[src/rtl/mem_req_ctrl.sv]
// mem_req_ctrl: request sequencer between the MEM pipeline stage and mem_system.
//
// Accepts one load/store from the pipeline. A misaligned request (odd byte address)
// completes without touching memory and returns an error. An aligned request
// latches its address, data and direction and issues a single-cycle Rd/Wr pulse.
// It then waits for Done and returns the read data, error and hit status with a
// one-cycle resp_valid. A watchdog aborts the wait with an error after TIMEOUT
// cycles. Saturating hit/miss counters track completed accesses.
//
// Ports:
//   clk, rst                 clock (rising edge), asynchronous active-high reset
//   req_valid/wr/addr/wdata  pipeline request, held until resp_valid
//   clr_cnt                  synchronous clear of hit_cnt/miss_cnt
//   pipe_stall               hold the MEM stage while a request is outstanding
//   resp_valid/rdata/err/hit completion pulse and its payload
//   ms_addr/datain/rd/wr     request side of mem_system
//   ms_dataout/done/stall/hit/err  response side of mem_system
//   hit_cnt, miss_cnt        saturating performance counters
module mem_req_ctrl #(
   parameter int unsigned TIMEOUT = 200,
   parameter int unsigned TO_W    = 8     // must satisfy TIMEOUT < 2**TO_W
) (
   input  logic        clk,
   input  logic        rst,
   input  logic        req_valid,
   input  logic        req_wr,
   input  logic [15:0] req_addr,
   input  logic [15:0] req_wdata,
   input  logic        clr_cnt,
   output logic        pipe_stall,
   output logic        resp_valid,
   output logic [15:0] resp_rdata,
   output logic        resp_err,
   output logic        resp_hit,
   output logic [15:0] ms_addr,
   output logic [15:0] ms_datain,
   output logic        ms_rd,
   output logic        ms_wr,
   input  logic [15:0] ms_dataout,
   input  logic        ms_done,
   input  logic        ms_stall,
   input  logic        ms_hit,
   input  logic        ms_err,
   output logic [15:0] hit_cnt,
   output logic [15:0] miss_cnt
);

   typedef enum logic [1:0] {StIdle, StIssue, StWait, StResp} state_e;

   // The watchdog holds the number of WAIT cycles already spent; the current WAIT
   // cycle is the TIMEOUT-th one when it equals TIMEOUT-1.
   localparam logic [TO_W-1:0] WdLast = TO_W'(TIMEOUT - 1);

   state_e          state_q, state_d;
   logic [15:0]     addr_q, addr_d;
   logic [15:0]     wdata_q, wdata_d;
   logic            wr_q, wr_d;
   logic [15:0]     rdata_q, rdata_d;
   logic            err_q, err_d;
   logic            hit_q, hit_d;
   logic [TO_W-1:0] wd_q, wd_d;
   logic [15:0]     hit_cnt_q, hit_cnt_d;
   logic [15:0]     miss_cnt_q, miss_cnt_d;

   logic wd_expire;
   logic done_in_wait;
   logic unused_ms_stall;

   // mem_system Stall is informational only; Done alone ends the wait.
   assign unused_ms_stall = ms_stall;

   assign wd_expire    = (wd_q == WdLast);
   assign done_in_wait = (state_q == StWait) && ms_done;

   // -------------------------------------------------------------------------
   // State register
   // -------------------------------------------------------------------------
   always_ff @(posedge clk or posedge rst) begin
      if (rst) begin
         state_q <= StIdle;
      end else begin
         state_q <= state_d;
      end
   end

   // -------------------------------------------------------------------------
   // Next-state logic
   // -------------------------------------------------------------------------
   always_comb begin
      state_d = state_q;
      unique case (state_q)
         StIdle: begin
            if (req_valid) begin
               state_d = req_addr[0] ? StResp : StIssue;
            end
         end
         StIssue: state_d = StWait;
         StWait: begin
            if (ms_done || wd_expire) begin
               state_d = StResp;
            end
         end
         StResp:  state_d = StIdle;
         default: state_d = StIdle;
      endcase
   end

   // -------------------------------------------------------------------------
   // Datapath registers: holding, response capture, watchdog, counters
   // -------------------------------------------------------------------------
   always_ff @(posedge clk or posedge rst) begin
      if (rst) begin
         addr_q     <= '0;
         wdata_q    <= '0;
         wr_q       <= 1'b0;
         rdata_q    <= '0;
         err_q      <= 1'b0;
         hit_q      <= 1'b0;
         wd_q       <= '0;
         hit_cnt_q  <= '0;
         miss_cnt_q <= '0;
      end else begin
         addr_q     <= addr_d;
         wdata_q    <= wdata_d;
         wr_q       <= wr_d;
         rdata_q    <= rdata_d;
         err_q      <= err_d;
         hit_q      <= hit_d;
         wd_q       <= wd_d;
         hit_cnt_q  <= hit_cnt_d;
         miss_cnt_q <= miss_cnt_d;
      end
   end

   always_comb begin
      addr_d  = addr_q;
      wdata_d = wdata_q;
      wr_d    = wr_q;
      rdata_d = rdata_q;
      err_d   = err_q;
      hit_d   = hit_q;
      wd_d    = wd_q;

      if ((state_q == StIdle) && req_valid) begin
         if (!req_addr[0]) begin
            addr_d  = req_addr;
            wdata_d = req_wdata;
            wr_d    = req_wr;
            wd_d    = '0;
         end else begin
            // Misaligned: respond with an error, no memory access.
            rdata_d = '0;
            err_d   = 1'b1;
            hit_d   = 1'b0;
         end
      end

      if (state_q == StWait) begin
         if (ms_done) begin
            rdata_d = wr_q ? 16'h0000 : ms_dataout;
            err_d   = ms_err;
            hit_d   = ms_hit;
         end else if (wd_expire) begin
            rdata_d = '0;
            err_d   = 1'b1;
            hit_d   = 1'b0;
         end else begin
            wd_d = wd_q + TO_W'(1);
         end
      end
   end

   // Counters move only on a Done seen in WAIT; clear wins over increment.
   always_comb begin
      hit_cnt_d  = hit_cnt_q;
      miss_cnt_d = miss_cnt_q;
      if (clr_cnt) begin
         hit_cnt_d  = '0;
         miss_cnt_d = '0;
      end else if (done_in_wait) begin
         if (ms_hit) begin
            if (hit_cnt_q != 16'hFFFF) begin
               hit_cnt_d = hit_cnt_q + 16'd1;
            end
         end else begin
            if (miss_cnt_q != 16'hFFFF) begin
               miss_cnt_d = miss_cnt_q + 16'd1;
            end
         end
      end
   end

   // -------------------------------------------------------------------------
   // Outputs
   // -------------------------------------------------------------------------
   always_comb begin
      // rst gating keeps every output at 0 while reset is asserted.
      pipe_stall = req_valid && !rst && (state_q != StResp);
      resp_valid = (state_q == StResp);
      ms_rd      = (state_q == StIssue) && !wr_q;
      ms_wr      = (state_q == StIssue) && wr_q;
      ms_addr    = addr_q;
      ms_datain  = wdata_q;
      resp_rdata = rdata_q;
      resp_err   = err_q;
      resp_hit   = hit_q;
      hit_cnt    = hit_cnt_q;
      miss_cnt   = miss_cnt_q;
   end

endmodule

[config.mk]
export PLATFORM = sky130hd
export DESIGN_NAME = mem_req_ctrl
export DESIGN_NICKNAME = d
export VERILOG_FILES = /design/src/rtl/mem_req_ctrl.sv
export SDC_FILE = /design/constraint.sdc
export NUM_CORES = 1
export LEC_CHECK = 0
export CORE_MARGIN = 2
export CORE_UTILIZATION = 46
export DETAILED_ROUTE_END_ITERATION = 12
export GPL_TIMING_DRIVEN = 0
export PLACE_DENSITY = 0.8
export SLEW_MARGIN = 20
export SYNTH_ARGS = -nofsm -noshare
export SYNTH_HDL_FRONTEND = slang
export SYNTH_SLANG_ARGS = --single-unit
[constraint.sdc]
create_clock -name clk -period 3.3 [get_ports clk]
set_clock_uncertainty 0.15 [all_clocks]
set_input_delay 0.33 -clock clk [delete_from_list [all_inputs] [get_ports clk]]
set_output_delay 0.33 -clock clk [all_outputs]
set_load 0.01 [all_outputs]
==> qor.yml <==
die:
  start_util_pct: 46.73
  die_h_microns: 100.2
  die_x_microns: 100.2
  placeableCoreArea_sq_um: 9109
  num_rows: 35
  die-area_sq_um: 10040
  ios: 143
global_route:
  grt-busiest-layer: "met2"
  use_met1_pct: 27.08
  grt_max_degree: 48
  grt_pass1_vias: 3605
  grt_overflow: 0
  grt_pass1_wl_microns: 17480
  grt_util_met3_pct: 10.31
  antenna_found_initial: 0
  met2_usage_pct: 34.59
  grt_usage_pct: 21.83
power_and_ir_drop:
  fin_total_pwr_w: 0.003947
  p_sw_w: 0.001251
  comb_power_share_pct: 39.7
  ir_drop_uv: 434.3
  power.density_nw_per_um2: 657.1
  p_clk_share_pct: 17.7
  p_sw_share_pct: 31.69
  p_leak_nw: 2.435
  power.internal_w: 0.002696
  share_seq_of_total_power_pct: 42.5
setup_path:
  crit_family: "compound AO/OA/AOI/OAI gates"
  worstPathCellList: "ha_1 -> and3b_1 -> a21o_1 -> a32oi_1 -> clkbuf_1 -> a21oi_1"
  worstSetupPathType: "flip-flop to flip-flop"
  reg2reg_depth: 6
  path_buf_inv: 1
  timing.reg2reg.setup_slack_ps: 650
  reg2reg_to: "resp_err$_DFF_PP0_"
  cp.required_ps: 3360
  crit_slowest_cell: "a32oi_1"
  cp.arrival_ps: 2720
  setup.worst_path.end_class: "flip-flop"
  slowest_delay_ps: 600
  cp_max_fo: 10
  regToRegStartpoint: "wd_q[0]$_DFF_PP0_"
  path_depth: 6
  crit_path_end: "resp_err$_DFF_PP0_"
  cp-start-kind: "flip-flop"
  startpoint: "wd_q[0]$_DFF_PP0_"
timing:
  rsz0062_at_grt: "no"
  hold_violations: 0
  max_freq_mhz: 376.8
  finalSetupTns_ps: 0
  period_needed_ps: 2654
  relSlewSlack_pct: 42.03
  setup_ws_ps: 646.4
  finalSetupViolCount: 0
  finalCritPeriodShare_pct: 80.41
  drv_slew: 0
  worstMarginPinSlew_ps: 861.7
clocking:
  clk_pin_slew_ps: 90
  cts_sinks: 92
  postCtsSetupBuffers: 0
  cts_max_level: 3
  hold_buffers: 0
  root_buffer: "clkbuf_8"
  numCtsBuffers: 9
  ctsLongestPathBuffers: 2
  cts_tree: "done"
  clk_latency_ps: 360
  cts_resized: 0
yosys:
  synth_xor_area_share_pct: 0.2058
  yosysUniqueCellTypes: 47
  synth_fp_nets: 445
  synth_top_family_by_area: "simple AND/OR/NAND/NOR gates"
  synth_simple_gate_area_share_pct: 16.40
  synthAdderAreaFrac_pct: 2.352
  yosysSeqAreaShare_pct: 54.09
  ys_warn_count: 0
  synth_mux_area_share_pct: 10.44
  mappedNetlistArea_sq_um: 4257
  syn_area_per_cell_sq_um: 11.20
  synth_seq_cells: 92
  synth_compound_area_share_pct: 13.99
  syn_inst: 380
  synthFlopType: "dfrtp_1"
  synth_enable_flop_cells: 0
  async_flop_share_pct: 100.0
placed_design:
  post-place-ws_ps: 548.2
  hpwlAfterDp_microns: 7823
  routabilityCongestion: 0.8306
  io_buffers: 140
cells_and_area:
  mostFrequentLayoutCells: "clkdlybuf4s50_1 (140), dfrtp_1 (92), mux2_2 (35), nand3_1 (26), a21oi_1 (24)"
  nets: 597
  layout_commonest_cell: "clkdlybuf4s50_1"
  area_growth_pct: 41.09
  fillers: 721
  diodes: 0
  drive_gt1_share_pct: 10.63
routing:
  post_drt_wl_per_cell_microns: 16.47
  num_vias: 3667
  drt_iter0_markers: 169
  viasPerCell: 5.668
  antenna_left: 0
  drc: 0
  wirelength_microns: 10660
  dr.pass1.iters: 4
worst_hold_path:
  hp-class: "input port to async pin"
run:
  maxCapViolCount: 0
outcome:
  status: "complete, no violations"
## worst min path at each step
stage                             startpoint                  endpoint  slack [ps]  cells past startpoint
after floorplan                ms_dataout[0]   resp_rdata[0]$_DFF_PP0_         310                      1
after global placement    resp_hit$_DFF_PP0_        resp_hit$_DFF_PP0_         310                      1
after detailed placement  resp_hit$_DFF_PP0_        resp_hit$_DFF_PP0_         320                      1
after CTS                                rst    ms_addr[1]$_DFFE_PP0P_         330                      2
after global routing                     rst  ms_datain[9]$_DFFE_PP0P_         320                      2
final                                    rst  ms_datain[9]$_DFFE_PP0P_         300                      2
## per-layer routing
metal,vias to the layer above,wire length (microns)
li1,1732,-
met1,1779,4357
met2,143,4998
met3,13,1139
met4,0,160
met5,-,0
## flip-flops by register name, indices dropped and copies added, names as in the netlist, 2 cells and up
signal      count
hit_cnt        16
ms_addr        15
resp_rdata     16
ms_datain      16
miss_cnt       16
state_q         2
wd_q            8
## cells by family (layout without fill, tap and decap cells)
kind of cell | after synthesis | in the layout
compound gates | 86 | 86
xor+xnor | 1 | 1
buf+inv | 26 | 182
fa+ha+maj | 8 | 8
flops | 92 | 92
simple gates | 126 | 126
mux | 40 | 40
other cells | 1 | 1
## power groups by stage
| stage | Sequential [W] | Clock [W] | Combinational (W) |
|---|---|---|---|
| floorplan | 0.00181 | 0 | 0.000570 |
| global placement | 0.00168 | 0 | 0.00154 |
| detailed placement | 0.00169 | 0 | 0.00158 |
| CTS | 0.00168 | 0.000720 | 0.00159 |
| global route | 0.00172 | 0.000764 | 0.00170 |
| finish | 0.00168 | 0.000700 | 0.00157 |
## final cells by class
class	count	area, sq um	share of cell area [%]
multi-input cells	262	1851	30.81
clock buffers	11	141.4	2.354
inverters	9	38.79	0.6458
well taps	111	138.9	2.312
clock inverters	4	35.03	0.5833
plain buffers	17	70.07	1.167
flip-flops and latches	92	2302	38.33
repair buffers	141	1429	23.79
## worst reg2reg max path, stage by stage (launching register included)
cell      delay [ps]
dfrtp_1          460
ha_1             280
and3b_1          230
a21o_1           180
a32oi_1          600
clkbuf_1         470
a21oi_1          160
## cells in the mapped netlist, types with 9 or more instances
cell | count | area, sq um
a22o_1 | 16 | 140.1
nor2_1 | 14 | 52.55
a21oi_1 | 24 | 120.1
mux2_2 | 35 | 394.1
nand4_1 | 9 | 56.30
or4_1 | 11 | 82.58
dfrtp_1 | 92 | 2302
clkbuf_1 | 14 | 52.55
or3_1 | 11 | 68.82
o21ai_0 | 10 | 50.05
nand2_1 | 21 | 78.83
o31ai_1 | 12 | 90.09
nand3_1 | 26 | 130.1
## stage by stage
stage                     instances  instance area [sq um]  hold slack [ps]  utilization (%)
final                           647                   6006            295.9            65.93
after detailed placement        632                   5829            322.0            64.00
after global placement          631                   5797            311.2            63.64
after CTS                       647                   6006            325.1            65.93
after floorplan                 380                   4257            312.7                -
after global routing            647                   6006            324.9            65.93
Power figures use the tool's default switching activity.
